**config.mk**
```make
export PLATFORM = sky130hd
export DESIGN_NAME = muldiv_unit
export DESIGN_NICKNAME = d
export VERILOG_FILES = /design/src/rtl/muldiv_pkg.sv /design/src/rtl/muldiv_sign_fix.sv /design/src/rtl/muldiv_unit.sv
export SDC_FILE = /design/constraint.sdc
export NUM_CORES = 1
export LEC_CHECK = 0
export CORE_ASPECT_RATIO = 1.5
export CORE_MARGIN = 3
export CORE_UTILIZATION = 45
export CTS_CLUSTER_DIAMETER = 80
export CTS_CLUSTER_SIZE = 12
export DETAILED_ROUTE_END_ITERATION = 12
export GPL_TIMING_DRIVEN = 0
export PLACE_DENSITY = 0.59
export SETUP_SLACK_MARGIN = 0.4
export SYNTH_ARGS = -nofsm -noshare
export SYNTH_HDL_FRONTEND = slang
export SYNTH_SLANG_ARGS = --single-unit
```
**constraint.sdc**
```tcl
create_clock -name clk -period 6.69 [get_ports clk]
set_clock_uncertainty 0.05 [all_clocks]
set_input_delay 1.338 -clock clk [delete_from_list [all_inputs] [get_ports clk]]
set_output_delay 1.338 -clock clk [all_outputs]
set_load 0.005 [all_outputs]
```
**src/rtl/muldiv_pkg.sv**
```systemverilog
// muldiv_pkg: RV32M opcode encodings and operand signedness helpers.
package muldiv_pkg;
    localparam logic [6:0] FNC7_MULDIV = 7'b0000001;
    localparam logic [2:0] FNC_MUL    = 3'd0;
    localparam logic [2:0] FNC_MULH   = 3'd1;
    localparam logic [2:0] FNC_MULHSU = 3'd2;
    localparam logic [2:0] FNC_MULHU  = 3'd3;
    localparam logic [2:0] FNC_DIV    = 3'd4;
    localparam logic [2:0] FNC_DIVU   = 3'd5;
    localparam logic [2:0] FNC_REM    = 3'd6;
    localparam logic [2:0] FNC_REMU   = 3'd7;

    function automatic logic rs1_signed(input logic [2:0] f);
        return f == FNC_MULH || f == FNC_MULHSU || f == FNC_DIV || f == FNC_REM;
    endfunction

    function automatic logic rs2_signed(input logic [2:0] f);
        return f == FNC_MULH || f == FNC_DIV || f == FNC_REM;
    endfunction
endpackage

```
**src/rtl/muldiv_sign_fix.sv**
```systemverilog
// muldiv_sign_fix: conditional two's-complement negation of two independent lanes.
module muldiv_sign_fix #(
    parameter int WA = 32,
    parameter int WB = 32
) (
    input  logic [WA-1:0] a,
    input  logic [WB-1:0] b,
    input  logic          neg_a,
    input  logic          neg_b,
    output logic [WA-1:0] fix_a,
    output logic [WB-1:0] fix_b
);
    always_comb begin
        fix_a = neg_a ? -a : a;
        fix_b = neg_b ? -b : b;
    end
endmodule

```
**src/rtl/muldiv_unit.sv**
```systemverilog
// muldiv_unit: iterative RV32M multiply/divide, one bit per cycle, valid/ready handshake.
module muldiv_unit
    import muldiv_pkg::*;
#(
    parameter int XLEN = 32
) (
    input  logic            clk,
    input  logic            rst,
    input  logic            flush,
    input  logic            in_valid,
    output logic            in_ready,
    input  logic [2:0]      funct3,
    input  logic [XLEN-1:0] rs1_data,
    input  logic [XLEN-1:0] rs2_data,
    output logic            out_valid,
    input  logic            out_ready,
    output logic [XLEN-1:0] result
);
    typedef enum logic [1:0] {IDLE, BUSY, DONE} state_t;
    localparam int CW = $clog2(XLEN);

    state_t            state;
    logic [CW-1:0]     count;
    logic [2:0]        op;
    logic              neg_a, neg_b;
    logic [XLEN-1:0]   opnd;
    logic [2*XLEN-1:0] acc, acc_next, fix_a;
    logic [XLEN-1:0]   mag_a, mag_b, fix_b, fin, spec_val;
    logic [XLEN:0]     sum, diff;
    logic              sa, sb, is_mul, div0, ovf;

    assign in_ready  = state == IDLE;
    assign out_valid = state == DONE;
    assign is_mul    = !op[2];
    assign sa        = rs1_signed(funct3) & rs1_data[XLEN-1];
    assign sb        = rs2_signed(funct3) & rs2_data[XLEN-1];

    muldiv_sign_fix #(.WA(XLEN), .WB(XLEN)) u_pre (
        .a(rs1_data), .b(rs2_data), .neg_a(sa), .neg_b(sb), .fix_a(mag_a), .fix_b(mag_b)
    );

    // acc holds {partial product, multiplier} for multiply and {remainder, dividend/quotient} for divide
    always_comb begin
        sum      = {1'b0, acc[2*XLEN-1:XLEN]} + (acc[0] ? {1'b0, opnd} : '0);
        diff     = acc[2*XLEN-1:XLEN-1] - {1'b0, opnd};
        acc_next = is_mul ? {sum, acc[XLEN-1:1]}
                          : {diff[XLEN] ? acc[2*XLEN-2:XLEN-1] : diff[XLEN-1:0], acc[XLEN-2:0], !diff[XLEN]};
        div0     = funct3[2] && rs2_data == '0;
        ovf      = (funct3 == FNC_DIV || funct3 == FNC_REM) && rs1_data == {1'b1, {(XLEN-1){1'b0}}} && rs2_data == '1;
        spec_val = div0 ? (funct3[1] ? rs1_data : '1) : (funct3[1] ? '0 : rs1_data);
    end

    muldiv_sign_fix #(.WA(2*XLEN), .WB(XLEN)) u_post (
        .a(is_mul ? acc_next : {{XLEN{1'b0}}, acc_next[XLEN-1:0]}), .b(acc_next[2*XLEN-1:XLEN]),
        .neg_a(neg_a ^ neg_b), .neg_b(neg_a), .fix_a(fix_a), .fix_b(fix_b)
    );

    assign fin = op == FNC_MUL ? fix_a[XLEN-1:0] : is_mul ? fix_a[2*XLEN-1:XLEN] : op[1] ? fix_b : fix_a[XLEN-1:0];

    always_ff @(posedge clk or posedge rst) begin
        if (rst) begin
            state  <= IDLE;
            count  <= '0;
            op     <= '0;
            neg_a  <= 1'b0;
            neg_b  <= 1'b0;
            opnd   <= '0;
            acc    <= '0;
            result <= '0;
        end else if (flush) begin
            state <= IDLE;
        end else begin
            case (state)
                IDLE: if (in_valid) begin
                    op     <= funct3;
                    neg_a  <= sa;
                    neg_b  <= sb;
                    opnd   <= funct3[2] ? mag_b : mag_a;
                    acc    <= {{XLEN{1'b0}}, funct3[2] ? mag_a : mag_b};
                    count  <= '0;
                    result <= (div0 || ovf) ? spec_val : result;
                    state  <= (div0 || ovf) ? DONE : BUSY;
                end
                BUSY: begin
                    acc   <= acc_next;
                    count <= count + 1'b1;
                    if (count == CW'(XLEN-1)) begin
                        result <= fin;
                        state  <= DONE;
                    end
                end
                DONE: if (out_ready) state <= IDLE;
                default: state <= IDLE;
            endcase
        end
    end
endmodule

```
==> flow_summary.json, run 1 <==
{
  "maxCapViolations": 0,
  "syn_to_final_growth_pct": 14.9,
  "wl_per_cell_um": 32.5,
  "status": "completed",
  "io_buffers": 103,
  "fin_crit_ps": 6300,
  "initial_utilization": 0.460,
  "syn_area_sq_um": 17500,
  "synth_seq_cells": 140,
  "grt.overflow.total": 0,
  "worstSetupEndpointType": "register",
  "htree_levels": 4,
  "synth_edf_count": 0,
  "vias": 21229,
  "grt_max_degree": 82,
  "rrSetupSlack_ps": 390,
  "holdWs_ps": 441,
  "drc": 0,
  "period_share": 0.942,
  "io_pins": 106,
  "critical_path_class": "register to register",
  "cts_buffer_depth": 2,
  "hold_violations": 0,
  "syn_area_per_cell_sq_um": 7.38,
  "async_flop_share": 1.00,
  "syn_nets": 2511,
  "drv_slew": 0,
  "max_slew_margin": 0.0243,
  "cp_data_arrival_time_ps": 6580,
  "dr.pass1.iters": 6,
  "routed_via_density": 7.07,
  "drt_iter0_drc": 2718,
  "mostFrequentLayoutCell": "nand2_1",
  "cp-start-kind": "register",
  "finalSetupViolCount": 0,
  "antenna_found_initial": 7,
  "cts.hold.buffers_added": 0,
  "crit_path_max_fanout": 10,
  "fp.dieH_um": 247,
  "ff2ff_path_depth": 15,
  "crit_start": "acc[0]",
  "grt_pass1_vias": 20107,
  "die_w_um": 167,
  "crit-reg2reg-capture": "result[22]",
  "cts_tree": "done",
  "clock_latency_ps": 450,
  "cts_root_buffer": "clkbuf_16",
  "dieArea_sq_um": 41200,
  "drive_gt1_frac": 0.0750,
  "clk_pin_slew_worst_paths_ps": 70,
  "cts_sinks": 140,
  "max_slew.worst_pin.slew_ps": 1450,
  "final_cell_mix": "nand2_1, o21ai_0, a21oi_1, nor2_1, dfrtp_1",
  "required_ps": 6960,
  "cts_buffers": 17,
  "grt_use_total": 0.461,
  "place_congestion": 1.12,
  "rsz0062_at_grt": "false",
  "grt_pass1_wl_um": 139000,
  "yosysSeqAreaShare": 0.201,
  "r2r_start": "acc[0]",
  "hold_path.class": "register to register",
  "dp_hpwl_um": 78100,
  "core_area_sq_um": 38000,
  "syn_inst": 2366,
  "ys_warn_count": 0,
  "synth_cell_type_count": 108,
  "core.rowCount": 87,
  "crit_end": "result[22]",
  "routed_wl_um": 97500,
  "max_clock_freq_mhz": 159,
  "nets": 2640,
  "ant_nets": 0,
  "synth-main-ff-cell": "dfrtp_1"
}
-- per-stage QoR --
stage / setup WS, ps / utilization / instance area [sq um] / instances / setup TNS (ps)
2_1_floorplan: 1300 / - / 17500 / 2366 / 0
3_3_place_gp: -708 / 0.503 / 19100 / 2958 / -88970
3_5_place_dp: -716 / 0.504 / 19200 / 2960 / -4210
4_1_cts: 430 / 0.524 / 19900 / 2994 / 0
5_1_grt: 339 / 0.528 / 20100 / 2997 / 0
6_report: 387 / 0.528 / 20100 / 3001 / 0
-- per-layer routing --
metal | vias up | wire length [um] | share of wire | track usage
li1 | 9116 | - | - | -
met1 | 10182 | 32900 | 0.34 | 0.481
met2 | 1405 | 44000 | 0.45 | 0.756
met3 | 522 | 8700 | 0.089 | 0.118
met4 | 4 | 11900 | 0.12 | 0.423
met5 | - | 26 | 0.00027 | 0
-- repair_timing --
| item | in CTS | in global routing |
|---|---|---|
| endpoints found under the setup margin | 17 | 16 |
| pin swaps | 3 | 8 |
| gates resized for setup | 24 | 28 |
| setup buffers | 2 | 3 |
-- worst min-delay path by stage --
stage,start,to,slack [ps],cells past startpoint
after CTS,result[6],result[6],440,2
after global routing,count[4],count[4],480,1
after detailed placement,result[6],result[6],430,2
after floorplan,opnd[21],opnd[21],410,2
final,result[6],result[6],440,2
after global placement,result[2],result[2],420,2
-- cells in the mapped netlist, types with 41 or more instances --
cell	instances	share of area
xor2_1	61	0.031
and2_1	41	0.015
mux2i_1	51	0.029
dfrtp_1	140	0.20
o21ai_0	215	0.062
inv_1	68	0.015
nor3_1	66	0.019
a21oi_1	201	0.058
a221oi_1	42	0.021
nand3_1	41	0.012
xnor2_1	119	0.060
nand2_1	266	0.057
clkbuf_1	102	0.022
ha_1	71	0.051
nor2_1	192	0.041
-- cell families after synthesis --
| kind of cell | count (synthesis) | synth area share |
|---|---|---|
| and+or+nand+nor | 837 | 0.236 |
| DFF | 140 | 0.201 |
| xor gates and xnor gates | 180 | 0.0903 |
| muxes | 64 | 0.0378 |
| adders and majority gates | 99 | 0.0681 |
| buffers and inverters | 220 | 0.0512 |
| AOI/OAI and AO/OA | 826 | 0.315 |
-- flip-flops by register name, summed over array words and instances, names as in the netlist --
signal and cells:
neg_a 1, state 2, op 3, neg_b 1, count 5, opnd 32, result 32, acc 64
-- layout make-up --
class | instances | area (sq um)
multi-input cells | 2006 | 13300
fillers | 3762 | 17900
flip-flops and latches | 140 | 3510
diodes | 4 | 10.0
well taps | 489 | 612
repair buffers | 110 | 1100
clock buffers | 19 | 433
clock inverters | 13 | 203
inverters | 70 | 268
plain buffers | 150 | 663
-- worst max-delay path, stage by stage, from the launching register on --
cell             delay [ps]
dfrtp_1                 540
clkdlybuf4s15_1         580
and2_1                  310
ha_1                    410
o211ai_2                170
o21a_4                  250
a2111oi_4               820
o21a_2                  250
nor3_1                   70
a21o_1                  170
o21ai_1                 590
nand4_1                 460
or3_1                   540
o41ai_1                 450
xor2_1                  350
o21ai_0                 140
Power of run 1 is left out: the tool's default activity adds up to more than one toggle a clock period on the data nets, which glitch-free logic cannot reach.
==> inputs of run 2 (changes only) <==
- CAP_MARGIN: not set -> 20
- CORE_UTILIZATION: 45 -> 62
- CTS_CLUSTER_DIAMETER: 80 -> 50
- PLACE_DENSITY: 0.59 -> 0.79
==> flow_summary.json, run 2 <==
{
  "synth_largest_area_cell": "dfrtp_1",
  "status": "aborted with a tool error",
  "syn_inst": 2366,
  "async_flop_share": 1.00,
  "grt_pass1_vias": 22347,
  "ys_top_cells_by_area": "dfrtp_1, o21ai_0, xnor2_1",
  "synth.top_cell.area_share": 0.201,
  "dp_hpwl_um": 68000,
  "synth-main-ff-cell": "dfrtp_1",
  "synth_commonest_cells": "nand2_1, o21ai_0, a21oi_1, nor2_1, dfrtp_1",
  "grt_max_degree": 85,
  "cts_root_buffer": "clkbuf_16",
  "syn_area_per_cell_sq_um": 7.38,
  "htree_levels": 4,
  "grt_pass1_wl_um": 142000,
  "grt_use_total": 0.625,
  "grt.overflow.total": 10,
  "io_pins": 106,
  "cts_buffer_depth": 2,
  "initial_utilization": 0.635,
  "haltStage": "global routing (5_1_grt)",
  "error_line": "[ERROR GRT-0116] Global routing finished with congestion. Check the congestion regions in the DRC Viewer.",
  "io_buffers": 103,
  "dp.cells": 2813,
  "syn_area_sq_um": 17500,
  "synth_most_common_cell": "nand2_1",
  "ys_warn_count": 0,
  "syn_nets": 2511,
  "synth_cell_type_count": 108,
  "yosysSeqAreaShare": 0.201,
  "die_w_um": 143,
  "synth_seq_cells": 140,
  "cts_sinks": 140,
  "cts.hold.buffers_added": 0,
  "core.rowCount": 74,
  "synth_edf_count": 0,
  "place_congestion": 1.30,
  "cts_buffers": 17,
  "fp.dieH_um": 212
}
-- run 2: routing by layer --
metal,track usage,overflow
met1,0.635,0
met5,0.0905,0
met4,0.607,5
met2,0.825,5
met3,0.417,0
-- run 2: per-stage QoR --
step                      setup TNS (ps)  instance area [sq um]  setup WS, ps
after floorplan                        0                  17500          1300
after global placement            -53750                  18900          -405
after detailed placement            -854                  19000          -359
after CTS                              0                  19600           425
-- run 2: cells by family after synthesis --
logic type	synth area share
simple gates	0.236
fa+ha+maj	0.0681
compound gates	0.315
buf+inv	0.0512
mux	0.0378
flops	0.201
xor+xnor	0.0903
-- run 2: timing repair --
action / CTS
setup endpoints to repair: 8
buffers inserted: 1
endpoints found under the hold margin: 0
pin swaps: 1
gates resized for setup: 8
==> inputs of run 3 (changes only) <==
- CORE_ASPECT_RATIO: 1.5 -> not set
- CORE_UTILIZATION: 62 -> 40
- CTS_CLUSTER_DIAMETER: 50 -> not set
- CTS_CLUSTER_SIZE: 12 -> not set
- PLACE_DENSITY: 0.79 -> not set
- PLACE_DENSITY_LB_ADDON: not set -> 0.15
- SETUP_SLACK_MARGIN: 0.4 -> not set
==> flow_summary.json, run 3 (synthesis results as in run 1) <==
{
  "drive_gt1_frac": 0.0696,
  "critical_path.cell_chain": "buf_4 -> buf_2 -> buf_2 -> buf_2 -> buf_2 -> buf_2 -> clkbuf_4 -> buf_4 -> clkbuf_4 -> buf_2 -> clkbuf_4 -> a21oi_1 -> inv_1 -> ha_1 -> inv_1 -> nor3_1 -> and4_1 -> nand2_1 -> or4_1 -> a31oi_1",
  "io_buffers": 103,
  "dp_hpwl_um": 80100,
  "failed_checks": "setup timing",
  "grt_util_met3": 0.117,
  "cts_buffers": 17,
  "fill_cells": 4370,
  "max_stage_delay_ps": 480,
  "routed_wl_um": 97100,
  "htree_levels": 4,
  "final_cell_mix": "nand2_1, o21ai_0, a21oi_1, nor2_1, dfrtp_1",
  "grt_max_degree": 88,
  "hold_path.class": "register to register",
  "core_area_sq_um": 42500,
  "grt_util_met2": 0.589,
  "hold_path_depth": 2,
  "dieArea_sq_um": 46200,
  "grt_use_total": 0.407,
  "regMostFlops": "acc",
  "p_leak_nw": 7.88,
  "timing.final.ws_setup_ps": -52.5,
  "largest_registers": "acc (64), opnd (32), result (32)",
  "max_clock_freq_mhz": 148,
  "period_share": 1.01,
  "cp-start-kind": "register",
  "p_per_area_nw_per_um2": 655,
  "cts_buffer_depth": 2,
  "mostFrequentLayoutCell": "nand2_1",
  "drc": 0,
  "antenna_found_initial": 5,
  "hold_violations": 0,
  "final_area_sq_um": 20000,
  "critical_path_class": "register to register",
  "ff2ff_path_depth": 20,
  "grt.overflow.total": 0,
  "vias": 20865,
  "syn_to_final_growth_pct": 14.7,
  "ant_nets": 0,
  "grt_pass1_vias": 19270,
  "fp.dieH_um": 215,
  "rsz0062_at_grt": "false",
  "finalSetupViolCount": 3,
  "io_pins": 106,
  "place_congestion": 1.01,
  "utilization": 0.471,
  "cp_data_arrival_time_ps": 7070,
  "fin_crit_ps": 6740,
  "nets": 2645,
  "grt_util_met1": 0.545,
  "die_w_um": 215,
  "status": "finished with violations",
  "max_slew_margin": 0.213,
  "core.rowCount": 75,
  "cp_slowest_cell": "dfrtp_1",
  "wl_per_cell_um": 31.4,
  "routed_via_density": 6.75,
  "dr.pass1.iters": 6,
  "cts_sinks": 140,
  "cts.hold.buffers_added": 0,
  "max_slew.worst_pin.slew_ps": 1150,
  "ir_drop_mv": 0.260,
  "top_usage_layer": "met2",
  "clk_pin_slew_worst_paths_ps": 80,
  "required_ps": 7010,
  "drv_slew": 0,
  "largest_register_ffs": 64,
  "maxCapViolations": 0,
  "cts_tree": "done",
  "placed_cell_area_sq_um": 19300,
  "crit_path_max_fanout": 10,
  "initial_utilization": 0.411,
  "grt_pass1_wl_um": 138000,
  "worstSetupEndpointType": "register",
  "critPathMostFrequentCell": "buf_2",
  "clock_latency_ps": 490,
  "cts_root_buffer": "clkbuf_16",
  "drt_iter0_drc": 3005
}
-- run 3: final timing paths --
check / from / end / slack [ps]
min in group asynchronous: rst / opnd[14] / 1220
max in group asynchronous: rst / result[12] / 4480
max: op[2] / result[26] / -50
min reg2reg: result[6] / result[6] / 430
min: result[6] / result[6] / 430
max reg2reg: op[2] / result[26] / -50
-- run 3: critical path: cells and delay by family (launching register included) --
family / cells / cell delay (ps)
compound gates: 2 / 440
fa+ha+maj: 1 / 200
buf+inv: 13 / 4140
flops: 1 / 480
simple gates: 4 / 1270
-- run 3: final cells by class --
cell class,count,area (sq um),share of cell area
diodes,2,5.00,0.000250
plain buffers,150,646,0.0323
clock buffers,17,425,0.0213
clock inverters,15,196,0.00981
inverters,70,268,0.0134
multi-input cells,2006,13100,0.655
flip-flops and latches,140,3500,0.175
well taps,577,722,0.0361
repair buffers,115,1130,0.0566
-- run 3: repair_timing --
item | in CTS | in global routing
pin swaps | 1 | 1
gates resized for setup | 4 | 11
cloned | 0 | 0
setup endpoints to repair | 9 | 8
setup buffers | 1 | 0
hold endpoints to repair | 0 | 0
-- run 3: report_power, final --
group	internal [mW]	switching [mW]
Sequential	1.21	0.569
Clock	0.506	0.494
Combinational	3.22	7.11
Total	4.94	8.17
-- run 3: stage by stage --
stage | cells | worst slack (ps) | total power [mW] | TNS [ps] | hold WS (ps)
final | 3092 | -52.5 | 13.1 | -57.7 | 434
after global routing | 3090 | 31.4 | 13.6 | 0 | 464
after CTS | 3086 | 54.5 | 12.5 | 0 | 439
after detailed placement | 3053 | -677 | 11.5 | -3570 | 423
after global placement | 3046 | -779 | 11.4 | -108860 | 415
after floorplan | 2366 | 1300 | 7.68 | 0 | 413
-- run 3: metal layers --
metal	part of all wire	wire [um]
met4	0.065	6350
met3	0.12	11700
met1	0.40	39200
met2	0.41	39700
met5	0.0011	108
Power figures use the tool's default switching activity.
